[config.mk]
export PLATFORM = sky130hd
export DESIGN_NAME = universal_shift_reg_param
export DESIGN_NICKNAME = d
export VERILOG_FILES = /design/src/rtl/universal_shift_reg_param.sv
export SDC_FILE = /design/constraint.sdc
export NUM_CORES = 1
export LEC_CHECK = 0
export BUFFER_PORTS_ARGS = -buffer_cell sky130_fd_sc_hd__buf_4
export CORE_UTILIZATION = 40
export CTS_BUF_LIST = sky130_fd_sc_hd__clkbuf_4
export DETAILED_ROUTE_END_ITERATION = 8
export PLACE_DENSITY = 0.67
export SETUP_SLACK_MARGIN = 0.1
export SLEW_MARGIN = 5
export SYNTH_ARGS = -nofsm -noshare
export SYNTH_HDL_FRONTEND = slang
export SYNTH_SLANG_ARGS = --single-unit
[constraint.sdc]
create_clock -name i_clk -period 1.88 [get_ports i_clk]
set_input_delay 0.564 -clock i_clk [delete_from_list [all_inputs] [get_ports i_clk]]
set_output_delay 0.564 -clock i_clk [all_outputs]
set_load 0.01 [all_outputs]
[src/rtl/universal_shift_reg_param.sv]
// WIDTH-bit universal shift register. It supports direct hold, shift, rotate, load and clear operations,
// plus a counted burst-shift engine with a busy/done handshake.
module universal_shift_reg_param #(
  parameter int WIDTH = 8,
  parameter int CNT_W = 4
) (
  input  logic             i_clk,
  input  logic             clr,
  input  logic             en,
  input  logic [2:0]       mode,
  input  logic [WIDTH-1:0] in,
  input  logic             sr,
  input  logic             sl,
  input  logic [CNT_W-1:0] amt,
  input  logic             start,
  output logic [WIDTH-1:0] q_out,
  output logic             so_r,
  output logic             so_l,
  output logic             busy,
  output logic             done
);

  typedef enum logic [1:0] {
    IDLE  = 2'd0,
    BURST = 2'd1,
    DONE  = 2'd2
  } state_t;

  state_t           r_state;
  state_t           w_nextState;
  logic [WIDTH-1:0] r_q;
  logic [WIDTH-1:0] w_nextQ;
  logic [WIDTH-1:0] w_opQ;
  logic [CNT_W-1:0] r_cnt;
  logic [CNT_W-1:0] w_nextCnt;
  logic [2:0]       r_mode;
  logic [2:0]       w_nextMode;
  logic [2:0]       w_opMode;
  logic             w_shiftReq;

  always_ff @(posedge i_clk or negedge clr) begin
    if (!clr) begin
      r_state <= IDLE;
      r_q     <= '0;
      r_cnt   <= '0;
      r_mode  <= '0;
    end else begin
      r_state <= w_nextState;
      r_q     <= w_nextQ;
      r_cnt   <= w_nextCnt;
      r_mode  <= w_nextMode;
    end
  end

  // While a burst runs, the latched mode drives the datapath and the live mode is ignored.
  always_comb begin
    w_opMode = (r_state == BURST) ? r_mode : mode;
    w_opQ    = r_q;
    case (w_opMode)
      3'b000:  w_opQ = r_q;
      3'b001:  w_opQ = {sr, r_q[WIDTH-1:1]};
      3'b010:  w_opQ = {r_q[WIDTH-2:0], sl};
      3'b011:  w_opQ = in;
      3'b100:  w_opQ = {r_q[0], r_q[WIDTH-1:1]};
      3'b101:  w_opQ = {r_q[WIDTH-2:0], r_q[WIDTH-1]};
      3'b110:  w_opQ = {r_q[WIDTH-1], r_q[WIDTH-1:1]};
      default: w_opQ = '0;
    endcase
  end

  always_comb begin
    w_shiftReq  = start && (mode inside {3'b001, 3'b010, 3'b100, 3'b101, 3'b110});
    w_nextState = r_state;
    w_nextQ     = r_q;
    w_nextCnt   = r_cnt;
    w_nextMode  = r_mode;
    case (r_state)
      BURST: begin
        if (en) begin
          w_nextQ   = w_opQ;
          w_nextCnt = r_cnt - CNT_W'(1);
          if (r_cnt == CNT_W'(1)) begin
            w_nextState = DONE;
          end
        end
      end
      default: begin
        // DONE accepts new work exactly like IDLE; a burst start ignores en.
        w_nextState = IDLE;
        if (w_shiftReq) begin
          w_nextMode = mode;
          if (amt != '0) begin
            w_nextCnt   = amt;
            w_nextState = BURST;
          end else begin
            w_nextState = DONE;
          end
        end else if (en) begin
          w_nextQ = w_opQ;
        end
      end
    endcase
  end

  assign q_out = r_q;
  assign so_r  = r_q[0];
  assign so_l  = r_q[WIDTH-1];
  assign busy  = (r_state == BURST);
  assign done  = (r_state == DONE);

endmodule

# Word-level counts from Yosys, hierarchy flattened
# Index checks and enable logic that the tools add are counted.
# Widths: inputs -> output; s select.
[totals] ff_bits=17 latch_bits=0 mem_bits_rw=0 rom_bits=0 out_inout_bits=12 mem_count=0
[op_classes] add_sub_neg=1 n_mul=0 n_div=0 order_cmp=0 n_eq_ne=17 shifts=0 n_mux=14 bitwise=1 reduce_logical=9
[ops] operator="$pmux 8 s7" n=1
[ops] operator="$mux 8" n=3
[ops] operator="$eq 3x3->1 const B" n=6
[ops] operator="$mux 4" n=4
[ops] operator="$mux 2" n=5
[ops] operator="$eq 3x2->1 const B" n=3
[ops] operator="$eq 3x1->1 const B" n=2
[ops] operator="$reduce_bool 5->1" n=1
[ops] operator="$eq 4x1->1 const B" n=1
[ops] operator="$ne 2x2->1 const B" n=2
[ops] operator="$reduce_and 2->1" n=2
[ops] operator="$reduce_bool 2->1" n=2
[ops] operator="$reduce_bool 4->1" n=1
[ops] operator="$sub 4x1->4 const B" n=1
[ops] operator="$logic_not 3->1" n=1
[ops] operator="$mux 3" n=1
[ops] operator="$reduce_and 3->1" n=1
[ops] operator="$eq 2x1->1 const B" n=1
[ops] operator="$eq 2x2->1 const B" n=1
[ops] operator="$ne 2x1->1 const B" n=1
[ops] operator="$logic_and 1x1->1" n=1
[ops] operator="$not 1->1" n=1

# Logic depth before layout (Yosys ltp)
[logic_depth] word_depth=7 mapped_depth=8 mapped_depth_nobuf=6

# Worst setup path after synthesis
# No wires, ideal clock.
[synth_path] kind="in2reg" from="in mode[1]" to="reg r_cnt[0]" arrival_ps=1698 path_slack_ps=58 stages=6 n_path_buf=1 cell_sequence="buf_6 -> or3_1 -> nand4_2 -> nand2b_1 -> o21ai_0 -> a211o_1"
[synth_via] elab_chain_cells=5 elab_cells_between_ends=9 cone_classes="5 x eq/ne; 4 x reduce/logical"
[synth_rtl] element="start: declaration" line="10" text="input logic [2:0] mode,"
[synth_rtl] element="$eq 3x1->1, or another cell as far along" line="72" text="w_shiftReq = start && (mode inside {3'b001, 3'b010, 3'b100, 3'b101, 3'b110});"
[synth_rtl] element="$reduce_bool 5->1 (*)" line="72"
[synth_rtl] element="$logic_and 1x1->1 (*)" line="72"
[synth_rtl] element="$reduce_bool 2->1 (no line) (*)"
[synth_rtl] element="$reduce_and 3->1 (no line) (*)"
[synth_rtl] element="end signal: assignment" line="50" text="r_cnt <= w_nextCnt;"
[synth_rtl] element="end: declaration" line="34" text="logic [CNT_W-1:0] r_cnt;"
# Mark *: on every way between the ends. The rest lies on a longest branch, timed or not.
# A chain may end at the register's enable or synchronous reset.

# Worst setup path after layout
[layout_path] from="reg r_state[1]" to="out busy"
[layout_via] elab_chain_cells=1
[layout_rtl] element="start: declaration" line="29" text="state_t r_state;"
[layout_rtl] element="start signal: assignment" line="48" text="r_state <= w_nextState;"
[layout_rtl] element="$eq 2x1->1" line="108" text="assign busy = (r_state == BURST);"
[layout_rtl] element="end: declaration" line="19" text="output logic busy,"
# Every way passes these cells.

==> summary.md <==
| Metric | Value |
|---|---|
| Nets | `198` |
| Slew headroom | `66.7%` |
| Fill count | `250` |
| Slew Viols, Final | `0` |
| Cell count after placement | `about 190` |
| Die Footprint | `3310 um2` |
| Placed cell areas | `1540 um2` |
| Detailed placer's ending HPWL | `around 2300 um` |
| Max incr delay on CP | `0.40 ns` |
| Final Cycle Share | `92.8%` |
| Initial antenna violation count | `0` |
| Via count of the first global-routing pass | `about 1.1k` |
| Lkg Pwr | `0.760 nW` |
| Startpoint Class | `register` |
| P_sw | `between 1 and 1.5 mW` |
| Failing checks | `design-rule violations` |
| Clock power share | `7.9%` |
| Syn Area/Cell | `9.57 um2` |
| Run status | `finished with violations` |
| Final ANT Viol Nets | `0` |
| Area of the multi-input gates | `813 um2` |
| Clk sink count | `17` |
| Max_cap viols | `0` |
| Port bufs | `32` |
| Cell row count | `19` |
| PwrDens | `between 1000 and 1500 nW/um2` |
| Final Critical Period | `1.75 ns` |
| Leading area contributor after synthesis | `dfrtp_1` |
| CP top delay family | `flip-flops` |
| Synth Register Bits | `17` |
| Final Hold Viols | `0` |
| Hold_buf cts | `0` |
| TritonRoute pass-1 iters | `7` |
| Via count | `~1.2k` |
| Ratio of cells with drive above 1 in the final layout | `44.3%` |
| Top cells by count, synth | `dfrtp_1, nand2_1, o21ai_0` |
| Setup slack after layout | `~0.13 ns` |
| Cts bufs inserted | `3` |
| Setup Skew | `0.00102 ns` |
| Area delta synth->final | `38.6%` |
| CP Capture Type | `primary output` |
| Drt total wl | `3260 um` |
| Setup CP Type | `register to primary output` |
| Post-Place Worst Slack | `-0.00735 ns` |
| P_int | `1.39 mW` |
| Worst-Margin Slew | `0.499 ns` |
| Synth top area share | `34.4%` |
| Fin cells | `205` |
| Grt total ovfl | `0` |
| Seq/Total Area, Yosys | `34.4%` |
| Post-synth cell types | `a little under 50` |
| Crit path buf inv count | `3` |
| Fmax achieved | `573 MHz` |
| Iter 0 DRT Violations | `78` |
| Worst-path clk slew | `0.10 ns` |
| Core Util, Final | `60.5%` |
| Arr. time, crit path | `1.18 ns` |
| CP max-delay cell | `dfrtp_1` |
| Crit-path max FO | `6` |
| Post-synthesis cell area | `approximately 1200 um2` |
| Mapped Cells | `129` |
| Final setup fails | `0` |
| DRC | `1` |
| Number of synthesized flops with an enable pin | `0` |
| Syn Nets | `152` |
| N_diodes | `0` |
| Starting Density | `43.7%` |
| Sw frac | `roughly 44%` |
| Ys flop type | `dfrtp_1` |
| R2R Setup Slk | `0.15 ns` |
| Clk_lat worst skew | `0.29 ns` |
| WP data required | `1.32 ns` |
| Die Y-Extent | `~58 um` |
| First-pass GRT wire length | `around 5000 um` |
| Combinational power share | `65.6%` |
| Fraction of registers with async set/reset | `100%` |
| RD Place Congestion | `0.828` |
| Unrepaired setup endpoints after global routing | `yes` |
| Max clock buf depth | `2` |
| Tot GR Track Use | `between 10% and 20%` |
| Wire per inst | `15.9 um` |
| Htree depth | `1` |
| Largest cells by area after synthesis | `dfrtp_1, nand2_1, a222oi_1` |
| Reg power frac | `26.5%` |
| Synth Warn # | `0` |
| IO Count | `33` |
| Largest net degree at the start of global routing | `18` |
| CTS tree | `built` |
| Min-Delay Path Class | `input port to asynchronous set/reset pin` |
| Clk root buf | `clkbuf_4` |
| Peak supply drop | `approximately 0.8 mV` |
| CP cell instances | `nand2b_4, inv_8, buf_8, buf_6` |
| Via-per-instance ratio | `5.85` |
| Total core area | `2830 um2` |
| Die Wd | `57.6 um` |
| Finished layout cell area | `1710 um2` |
| Reg area | `427 um2` |
## metal layers
layer  wire length [um]  GRT usage, %  vias to the layer above
met1               1420          26.6                      587
met5                  0             0                        -
met3                142          2.95                        2
li1                   -             -                      580
met2               1680          29.6                       30
met4                 17          7.67                        0
## timing repair
item / CTS / global route
pin swaps: 0 / 3
resized for setup: 5 / 11
cloned: 0 / 1
setup endpoints to repair: 8 / 10
buffers inserted: 1 / 6
## path summary, 6_finish.rpt
path / cells after the start / startpoint / end
setup / recovery: 4 / r_state[1] / busy
hold / removal: 1 / clr / r_cnt[0]
setup reg to reg: 5 / r_mode[1] / q_out[7]
hold reg to reg: 2 / q_out[5] / q_out[5]
max in group asynchronous: 1 / clr / r_mode[0]
min in group i_clk: 2 / amt[0] / r_cnt[0]
## cells by family (layout without fill, tap and decap cells)
family,Yosys count,count (layout),synth area share (%)
buffers and inverters,15,59,7.29
DFF,17,17,34.4
muxes,8,9,8.61
and+or+nand+nor,43,43,18.4
AOI/OAI and AO/OA,43,43,28.5
adders and majority gates,2,2,2.03
xor gates and xnor gates,1,1,0.709
## stage by stage
step | power [mW] | hold WS (ns) | setup TNS [ns]
6_report | 2.49 | 0.117 | 0
2_1_floorplan | 1.60 | 0.268 | 0
3_3_place_gp | 1.96 | 0.442 | 0
3_5_place_dp | 1.99 | 0.442 | -0.0144
5_1_grt | 2.68 | 0.117 | 0
4_1_cts | 2.27 | 0.122 | 0
## state kept, by name, summed over array words and instances, names as in the netlist
signal / cells
r_cnt: 4
r_mode: 3
q_out: 8
r_state: 2
## cells in the final DEF (no fill, tap or decap), types with 2 or more instances in the layout
master | netlist | layout
nor2_1 | 7 | 6
a222oi_1 | 6 | 6
mux2_2 | 2 | 2
inv_1 | 7 | 7
buf_6 | 2 | 2
a21oi_1 | 4 | 3
dfrtp_1 | 17 | 16
a22oi_1 | 2 | 2
buf_4 | 2 | 44
nand2_1 | 17 | 17
mux2i_4 | 1 | 3
o21ai_0 | 8 | 8
nand3_1 | 3 | 3
nor2b_1 | 2 | 2
clkbuf_4 | 0 | 3
a221oi_2 | 1 | 2
ha_1 | 2 | 2
o21ai_1 | 7 | 7
nor3b_1 | 2 | 2
mux2_4 | 2 | 3
o32ai_2 | 2 | 2
nand2b_1 | 2 | 2
## power by group through the flow
stage	clock (mW)	combinational (mW)	sequential, mW
floorplan	0	0.954	0.645
global placement	0	1.31	0.654
detailed placement	0	1.33	0.658
CTS	0.203	1.41	0.652
global route	0.223	1.77	0.686
finish	0.197	1.64	0.661
## layout make-up
| type | count | area share, % |
|---|---|---|
| Multi-Input combinational cell | 98 | 47.5 |
| Tap cell | 31 | 2.27 |
| Clock inverter | 1 | 0.292 |
| Timing Repair Buffer | 47 | 21.5 |
| Clock buffer | 3 | 1.32 |
| Sequential cell | 17 | 24.9 |
| Inverter | 8 | 2.19 |
(Power assumes the default switching activity.)
